--- src/rtl/pri_issue_ctrl_if.sv ---
// Dispatch-side bundle of the privileged-instruction issue controller.
// The master modport is the dispatch/commit side; the slave modport is the controller.
interface pri_issue_ctrl_if #(
  parameter int CNT_W = 4
);
  logic             is_pri_instr_i;
  logic [1:0]       issue_cnt_i;
  logic [1:0]       retire_cnt_i;
  logic             pri_retire_i;
  logic             flush_i;
  logic             block_o;
  logic             single_issue_o;
  logic             pri_busy_o;
  logic [CNT_W-1:0] inflight_o;
  logic             inflight_full_o;

  modport master (
    output is_pri_instr_i, issue_cnt_i, retire_cnt_i, pri_retire_i, flush_i,
    input  block_o, single_issue_o, pri_busy_o, inflight_o, inflight_full_o
  );

  modport slave (
    input  is_pri_instr_i, issue_cnt_i, retire_cnt_i, pri_retire_i, flush_i,
    output block_o, single_issue_o, pri_busy_o, inflight_o, inflight_full_o
  );
endinterface

--- src/rtl/pri_issue_ctrl.sv ---
// Serializes privileged instructions at dispatch: drain older work, issue alone,
// hold dispatch until retirement. Also tracks the in-flight window occupancy.
module pri_issue_ctrl #(
  parameter int MAX_INFLIGHT = 8,
  parameter int CNT_W        = 4
) (
  input  logic           clk,
  input  logic           rst,
  pri_issue_ctrl_if.slave bus
);

  typedef enum logic [1:0] {
    IDLE  = 2'd0,
    DRAIN = 2'd1,
    ISSUE = 2'd2,
    WAIT  = 2'd3
  } state_e;

  localparam logic [CNT_W:0] MAX_W = (CNT_W + 1)'(MAX_INFLIGHT);
  localparam logic [CNT_W:0] TWO_W = (CNT_W + 1)'(2);

  state_e           state_q, state_d;
  logic [CNT_W-1:0] inflight_q, inflight_d;

  logic [CNT_W:0]   sum_w;
  logic [CNT_W:0]   retire_w;
  logic [CNT_W:0]   diff_w;
  logic             underflow;
  logic [CNT_W-1:0] cnt_next;
  logic             full;
  logic             block_fsm;
  logic             single_fsm;

  // Occupancy arithmetic is done one bit wider so an over-retire is detectable.
  always_comb begin
    sum_w     = {1'b0, inflight_q} + {{(CNT_W - 1){1'b0}}, bus.issue_cnt_i};
    retire_w  = {{(CNT_W - 1){1'b0}}, bus.retire_cnt_i};
    underflow = retire_w > sum_w;
    diff_w    = sum_w - retire_w;
    cnt_next  = underflow ? '0 : diff_w[CNT_W-1:0];
    full      = ({1'b0, inflight_q} + TWO_W) > MAX_W;
  end

  always_comb begin
    inflight_d = cnt_next;
    if (bus.flush_i) begin
      inflight_d = '0;
    end
  end

  always_comb begin
    state_d    = state_q;
    block_fsm  = 1'b0;
    single_fsm = 1'b0;
    case (state_q)
      IDLE: begin
        if (bus.is_pri_instr_i) begin
          if (inflight_q == '0) begin
            // Empty pipeline: the privileged instruction may go out this very cycle.
            single_fsm = 1'b1;
            state_d    = (bus.issue_cnt_i != 2'd0) ? WAIT : ISSUE;
          end else begin
            block_fsm = 1'b1;
            state_d   = DRAIN;
          end
        end
      end
      DRAIN: begin
        block_fsm = 1'b1;
        if (cnt_next == '0) begin
          state_d = ISSUE;
        end
      end
      ISSUE: begin
        single_fsm = 1'b1;
        if (bus.issue_cnt_i != 2'd0) begin
          state_d = WAIT;
        end
      end
      WAIT: begin
        block_fsm = 1'b1;
        if (bus.pri_retire_i) begin
          state_d = IDLE;
        end
      end
      default: begin
        state_d = IDLE;
      end
    endcase
    if (bus.flush_i) begin
      state_d = IDLE;
    end
  end

  always_ff @(posedge clk) begin
    if (rst) begin
      state_q    <= IDLE;
      inflight_q <= '0;
    end else begin
      state_q    <= state_d;
      inflight_q <= inflight_d;
    end
  end

  assign bus.block_o         = bus.flush_i | block_fsm | full;
  assign bus.single_issue_o  = ~bus.flush_i & single_fsm;
  assign bus.pri_busy_o      = (state_q != IDLE);
  assign bus.inflight_o      = inflight_q;
  assign bus.inflight_full_o = full;

`ifndef SYNTHESIS
  // The privileged instruction must be issued strictly alone.
  a_single_issue: assert property (@(posedge clk) disable iff (rst || bus.flush_i)
    ((state_q == ISSUE) || (state_q == IDLE && bus.is_pri_instr_i && inflight_q == '0))
      |-> (bus.issue_cnt_i < 2'd2))
    else $error("pri_issue_ctrl: dual issue alongside a privileged instruction");

  a_no_underflow: assert property (@(posedge clk) disable iff (rst || bus.flush_i)
    !underflow)
    else $error("pri_issue_ctrl: retire count exceeds in-flight count");

  a_no_overflow: assert property (@(posedge clk) disable iff (rst || bus.flush_i)
    (underflow || diff_w <= MAX_W))
    else $error("pri_issue_ctrl: in-flight window exceeded");

  a_pri_retire_in_wait: assert property (@(posedge clk) disable iff (rst)
    bus.pri_retire_i |-> (state_q == WAIT))
    else $warning("pri_issue_ctrl: pri_retire_i outside WAIT ignored");
`endif

endmodule

--- src/flat_wrapper.sv ---
// flat-port wrapper written by rule: the top's interface ports become plain ports
module pri_issue_ctrl_flat 
#(
  parameter int MAX_INFLIGHT = 8,
  parameter int CNT_W        = 4
)
  (clk, rst, bus_is_pri_instr_i, bus_issue_cnt_i, bus_retire_cnt_i, bus_pri_retire_i, bus_flush_i, bus_block_o, bus_single_issue_o, bus_pri_busy_o, bus_inflight_o, bus_inflight_full_o);
  pri_issue_ctrl_if #(.CNT_W(CNT_W)) bus_i ();
  input  logic clk;
  input  logic rst;
  input wire logic [$bits(bus_i.is_pri_instr_i)-1:0] bus_is_pri_instr_i;
  input wire logic [$bits(bus_i.issue_cnt_i)-1:0] bus_issue_cnt_i;
  input wire logic [$bits(bus_i.retire_cnt_i)-1:0] bus_retire_cnt_i;
  input wire logic [$bits(bus_i.pri_retire_i)-1:0] bus_pri_retire_i;
  input wire logic [$bits(bus_i.flush_i)-1:0] bus_flush_i;
  output wire logic [$bits(bus_i.block_o)-1:0] bus_block_o;
  output wire logic [$bits(bus_i.single_issue_o)-1:0] bus_single_issue_o;
  output wire logic [$bits(bus_i.pri_busy_o)-1:0] bus_pri_busy_o;
  output wire logic [$bits(bus_i.inflight_o)-1:0] bus_inflight_o;
  output wire logic [$bits(bus_i.inflight_full_o)-1:0] bus_inflight_full_o;
  assign bus_i.is_pri_instr_i = bus_is_pri_instr_i;
  assign bus_i.issue_cnt_i = bus_issue_cnt_i;
  assign bus_i.retire_cnt_i = bus_retire_cnt_i;
  assign bus_i.pri_retire_i = bus_pri_retire_i;
  assign bus_i.flush_i = bus_flush_i;
  assign bus_block_o = bus_i.block_o;
  assign bus_single_issue_o = bus_i.single_issue_o;
  assign bus_pri_busy_o = bus_i.pri_busy_o;
  assign bus_inflight_o = bus_i.inflight_o;
  assign bus_inflight_full_o = bus_i.inflight_full_o;
  pri_issue_ctrl #(.MAX_INFLIGHT(MAX_INFLIGHT), .CNT_W(CNT_W)) u_core (.clk(clk), .rst(rst), .bus(bus_i));
endmodule
--- config.mk ---
export PLATFORM = sky130hd
export DESIGN_NAME = pri_issue_ctrl_flat
export DESIGN_NICKNAME = d
export VERILOG_FILES = /design/src/rtl/pri_issue_ctrl_if.sv /design/src/rtl/pri_issue_ctrl.sv /design/src/flat_wrapper.sv
export SDC_FILE = /design/constraint.sdc
export NUM_CORES = 1
export LEC_CHECK = 0
export BUFFER_PORTS_ARGS = -buffer_cell sky130_fd_sc_hd__buf_4
export CAP_MARGIN = 0
export CORE_UTILIZATION = 41
export DETAILED_ROUTE_END_ITERATION = 12
export PLACE_DENSITY = 0.65
export SYNTH_ARGS = -nofsm -noshare
export SYNTH_HDL_FRONTEND = slang
export SYNTH_SLANG_ARGS = --single-unit
export TNS_END_PERCENT = 100
--- constraint.sdc ---
create_clock -name clk -period 3.41 [get_ports clk]
set_input_delay 0.341 -clock clk [delete_from_list [all_inputs] [get_ports clk]]
set_output_delay 0.341 -clock clk [all_outputs]
set_load 0.02 [all_outputs]
-- Word-level counts from Yosys, hierarchy flattened
Index checks and enable logic that the tools add are counted.
- register bits: 6
- input port bits: 9
- output and inout port bits: 8
- add/sub/neg operators: 3
- $lt $le $gt $ge: 2
- eq/ne operators: 7
- mux-type cells: 14
- bitwise logic cells: 4
- reduce and logical (&&, ||, !) cells: 8
- operators by type and width (kind ; number):
    two-way mux 2 bit ; 5
    logical NOT 4 bit ; 2
    one-hot mux 2 bit (4 select lines) ; 1
    adder 4 x 2 -> 5 bit ; 1
    adder 4 x 2 -> 5 bit, second input constant ; 1
    greater-than comparator 2 x 5 -> 1 bit ; 1
    greater-than comparator 5 x 4 -> 1 bit, second input constant ; 1
    two-way mux 1 bit ; 5
    equality test 2 bit, second input constant ; 2
    two-way mux 4 bit ; 1
    inequality test 2 x 1 -> 1 bit, second input constant ; 2
    inequality test 2 bit, second input constant ; 2
    one-hot mux 1 bit (2 select lines) ; 2
    AND reduction 4 bit ; 1
    nonzero test 2 bit ; 2
    OR reduction 2 bit ; 2
    subtractor 4 x 2 -> 4 bit ; 1
    equality test 2 x 1 -> 1 bit, second input constant ; 1
    logical NOT 2 bit ; 1
    bitwise OR 1 bit ; 2
    bitwise AND 1 bit ; 1
    inverter 1 bit ; 1

-- Logic depth before layout (Yosys ltp)
- depth after elaboration: 6
- gate-level depth with buffers: 9
- depth with buffers taken out: 9

-- Worst setup path before layout
Ideal clock, no wire load.
- path kind: reg-to-reg
- start point: reg u_core.inflight_q[0], in the netlist u_core.bus.inflight_o[0]
- end point: reg u_core.state_q[1]
- library setup time: 103 ps
- arrival time: 2482 ps
- required time: 3307 ps
- setup slack: 824 ps
- stages on the path, launching flop included: 8
- path buffers: 0
- period minus slack after synthesis: 2586 ps
- cells stage by stage: dfxtp_1 > ha_1 > fa_1 > fa_1 > xor2_1 > and4_1 > a22o_1 > a2111oi_2
- word-level cells in the longest chain between the ends: 6
- RTL lines (element ; RTL line ; RTL):
    start: declaration ; pri_issue_ctrl.sv:23 ; logic [CNT_W-1:0] inflight_q, inflight_d;
    start signal: assignment ; pri_issue_ctrl.sv:101 ; inflight_q <= inflight_d;
    adder 4 x 2 -> 5 bit ; pri_issue_ctrl.sv:36 ; sum_w = {1'b0, inflight_q} + {{(CNT_W - 1){1'b0}}, bus.issue_cnt_i};
    subtractor 4 x 2 -> 4 bit or greater-than comparator 2 x 5 -> 1 bit (tied branches) ; pri_issue_ctrl.sv:39, pri_issue_ctrl.sv:38 ;
    two-way mux 4 bit ; pri_issue_ctrl.sv:40 ; cnt_next = underflow ? '0 : diff_w[CNT_W-1:0];
    logical NOT 4 bit ; pri_issue_ctrl.sv:70 ; if (cnt_next == '0) begin
    inequality test 2 x 1 -> 1 bit (no source line) ; -- ;
    AND reduction 4 bit (no source line) ; -- ;
    end signal: assignment ; pri_issue_ctrl.sv:100 ; state_q <= state_d;
    end: declaration ; pri_issue_ctrl.sv:22 ; state_e state_q, state_d;
Parallel ways exist; a longest one is shown, timed or not. The select of a mux whose other input is x is not followed.
A chain may end at the register's enable or synchronous reset.

-- Worst setup path after layout
Same ends and word-level chain as after synthesis.

==> impl.org <==
** Clock tree
- The number of clock buffers added by TritonCTS is 3.
- H-Tree Depth :: 1
- Root Buffer :: sky130_fd_sc_hd__clkbuf_4
- The clock passes through at most 2 buffers.
- Skew-Pair Late Insertion Delay :: 0.25 ns
- CTS Hold Bufs :: 0
- Number of buffers inserted to repair setup after CTS :: 0
- The number of gates resized after CTS was 0.
- For this design, the sink count on the clock tree is 6.
- Clock Pin Slew Worst Setup and Hold Paths :: 0.05 ns
- CTS tree :: built

** Die
- For this design the top-level I/O count stands at 17.
- Overall die area :: 1840 um^2
- The initial utilization of the core area, before any placement, comes to 0.445.
- In this run the vertical extent of the chip is 42.9 um.
- The core region is 1540 um^2.
- Chip width :: 42.9 um
- Number of placement rows :: 14

** Status
- The flow ran to the end, and the final reports show no timing, DRC or antenna violations.

** Final layout
- 0 antenna diodes ended up in the layout.
- In the final layout, the share of cells above drive strength 1 is 0.268.
- Footprint of the multi-input gates :: 513 um^2
- Area added between synthesis and finish :: 22.1%
- The net count of the finished layout is 121.
- Across the whole layout, storage elements account for 120 um^2.
- Number of standard cells in the layout, taps in and fillers out :: 113
- The layout has 146 filler cells.

** Worst setup path
- Element type at the critical path end :: flop
- STA classifies the critical path startpoint as a flop.
- For this run, the slowest stage of the critical path takes 0.49 ns.
- Depth of the critical timing path with buffers and inverters included :: 8
- Of all nets on the critical path, the largest fanout is 4.
- Among cell families on the critical path, the largest total delay comes from adder cells.
- Most frequent cell on the critical path :: sky130_fd_sc_hd__ha_1
- In this run the critical register-to-register path is captured at u_core.state_q[1].
- For the worst setup path, the data arrival time is 2.81 ns.
- At the worst endpoint, the required time is 3.56 ns.
- Cell-by-cell trace of the critical path :: ha_1 > fa_1 > ha_1 > nor2b_1 > o221ai_1 > o21ai_0 > a22o_1 > a2111oi_2
- Measured in cells, the most critical reg-to-reg path has a length of 8.
- For flop-to-flop paths, the worst setup slack is 0.75 ns.
- Worst setup path endpoint :: u_core.state_q[1]
- CP Class :: reg2reg
- Tracing the worst setup path back leads to its startpoint at u_core.bus.inflight_o[0].
- Number of buffers and inverters on the critical path :: 0
- The worst register-to-register path begins at u_core.bus.inflight_o[0].
- The slowest stage of the critical path is the sky130_fd_sc_hd__fa_1 cell.

** STA
- Hold WS :: 0.273 ns
- Number of setup violations in the final report :: 0
- Of the available clock period, the critical path in the final layout requires 0.781.
- RSZ-0062 raised after global routing :: no
- Static timing analysis puts the maximum clock frequency at 376 MHz.
- The count of pins over their slew limit came to 0.
- Worst rel slew slack :: 0.590
- Clock period minus worst slack :: 2.66 ns
- Hold Vio Cnt, Final :: 0
- Worst-margin pin slew :: 0.609 ns
- On the final layout, the worst clock skew is 0.0137 ns.
- Setup total negative slack on the finished layout was measured at 0 ns.
- Setup slack closes at 0.747 ns.

** Detailed routing
- Number of design rule violations left after detail routing :: 0
- The detailed router finished its first iteration with 14 violations.
- For this block, the via count after detailed routing is 623.
- The routed design has 1350 um of wire.
- The first detailed-routing pass took 4 iterations.
- In this run the remaining antenna-violating nets after routing total 0.
- After detailed routing, the average wire length per cell comes to 11.9 um.
- Vias per Instance :: 5.51

** Synthesis
- Netlist area before placement :: 686 um^2
- Counting every net in the synthesized netlist gives 101.
- A synthesized cell averages 8.68 um^2.
- Fraction of registers with async set/reset :: 0
- Number of standard cells after synthesis :: 79
- Of the synthesized area, sequential elements account for 0.175.
- Synthesis inferred 6 register bits.
- Synth cell types :: 35
- Most instantiated flip-flop cell in the synthesis netlist :: sky130_fd_sc_hd__dfxtp_1
- Number of enable-type register cells in the synthesized netlist :: 0
- Yosys warnings :: 0

** Placement
- Routability-driven placement finished with a final weighted congestion of 0.816.
- Including well taps, the total number of placed cells is 110.
- Half-perimeter wire length after placement :: 1160 um
- Pre-CTS setup slack :: 0.688 ns
- PortBufs :: 16

** Pwr
- VDD sags by at most 0.242 mV.
- Leakage :: 0.417 nW
- Power density over the cells :: 482 nW/um^2
- Summing internal, switching and leakage power gives 0.403 mW.

** Job
- The tool flagged a number of max-cap violations equal to 0.

** Global routing
- GR peak layer :: met2
- In the global route stage, met3 resource usage came out at 0.0511.
- The number of global-route vias before repair is 571.
- Maximum number of pins on one net before global-route repair :: 12
- Global routing finished with a remaining overflow of 0.
- For met1 alone, demand over resource in global routing was 0.209.
- Number of antenna violations at the first check in global routing :: 0
- Wire length of the first global-routing pass :: 2330 um
- Across every metal layer, demand over resource in global routing totals 0.167.
- For met2 alone, demand over resource in global routing was 0.279.

** Hold path
- Path category of the worst min-delay check :: in2reg
## flip-flops by register name, summed over array words and instances (netlist names)
name,cells
u_core.state_q,2
u_core.bus.inflight_o,4
## placed cells by master (no fill, tap or decap), drive strengths merged
cell type and instances:
buf 16, inv 11, ha 11, nor2 10
dfxtp 6, nand2 4, nor3 3, clkbuf 3
a21oi 2, o21ai 2, nand3 2, mux2i 2
fa 2, xor2 2, a311oi 1, nor4 1
or3 1, a31oi 1, and3 1, a21bo 1
nand2b 1, o22ai 1, and3b 1, nor2b 1
o221ai 1, o22a 1, a211oi 1, o21a 1
xnor2 1, a222oi 1, and4 1, a22o 1
a221oi 1, a2111oi 1, o211ai 1
## cell type report
cell class | instances | share of cell area
clock buffers | 3 | 0.0269
inverters | 11 | 0.0493
well taps | 16 | 0.0239
repair buffers | 16 | 0.143
multi-input cells | 61 | 0.613
flip-flops and latches | 6 | 0.143
## cell usage after synthesis (2+ instances only)
library cell               n  area (um^2)
sky130_fd_sc_hd__a21oi_1   2         10.0
sky130_fd_sc_hd__inv_1    11         41.3
sky130_fd_sc_hd__nor3_1    3         15.0
sky130_fd_sc_hd__o21ai_0   2         10.0
sky130_fd_sc_hd__nand2_1   4         15.0
sky130_fd_sc_hd__nand3_1   2         10.0
sky130_fd_sc_hd__dfxtp_1   6          120
sky130_fd_sc_hd__ha_1     11          138
sky130_fd_sc_hd__fa_1      2         40.0
sky130_fd_sc_hd__nor2_1   10         37.5
sky130_fd_sc_hd__mux2i_1   2         20.0
## worst min-delay path by stage
| stage | start | endpoint | slack, ns | depth (start not counted) |
|---|---|---|---|---|
| 2_1_floorplan | bus_flush_i | u_core.state_q[1] | 0.41 | 1 |
| 3_3_place_gp | u_core.state_q[0] | u_core.state_q[0] | 0.50 | 2 |
| 3_5_place_dp | u_core.state_q[0] | u_core.state_q[0] | 0.52 | 2 |
| 4_1_cts | rst | u_core.state_q[1] | 0.27 | 2 |
| 5_1_grt | rst | u_core.state_q[1] | 0.28 | 2 |
| 6_report | rst | u_core.state_q[1] | 0.27 | 2 |
## logic make-up after synthesis
| family | count (synthesis) | synth area share |
|---|---|---|
| buf+inv | 12 | 0.0766 |
| compound gates | 17 | 0.223 |
| fa+ha+maj | 13 | 0.259 |
| xor+xnor | 3 | 0.0493 |
| flops | 6 | 0.175 |
| mux | 2 | 0.0292 |
| simple gates | 26 | 0.188 |
## report_power, final
group          internal, mW  switching, mW
logic                 0.110          0.129
registers            0.0807         0.0177
clock network        0.0398         0.0259
total                 0.230          0.173
## routing by layer
layer	wire length, um	vias up	part of all wire
li1	-	324	-
met1	627	277	0.47
met2	648	22	0.48
met3	71	0	0.053
met4	0	0	0
met5	0	-	0
## metrics by stage
step           instance area, um^2  utilization
2_1_floorplan                  686            -
3_3_place_gp                   815        0.528
3_5_place_dp                   815        0.528
4_1_cts                        837        0.543
5_1_grt                        837        0.543
6_report                       837        0.543
Note: power is estimated with default switching activity, not from simulation.
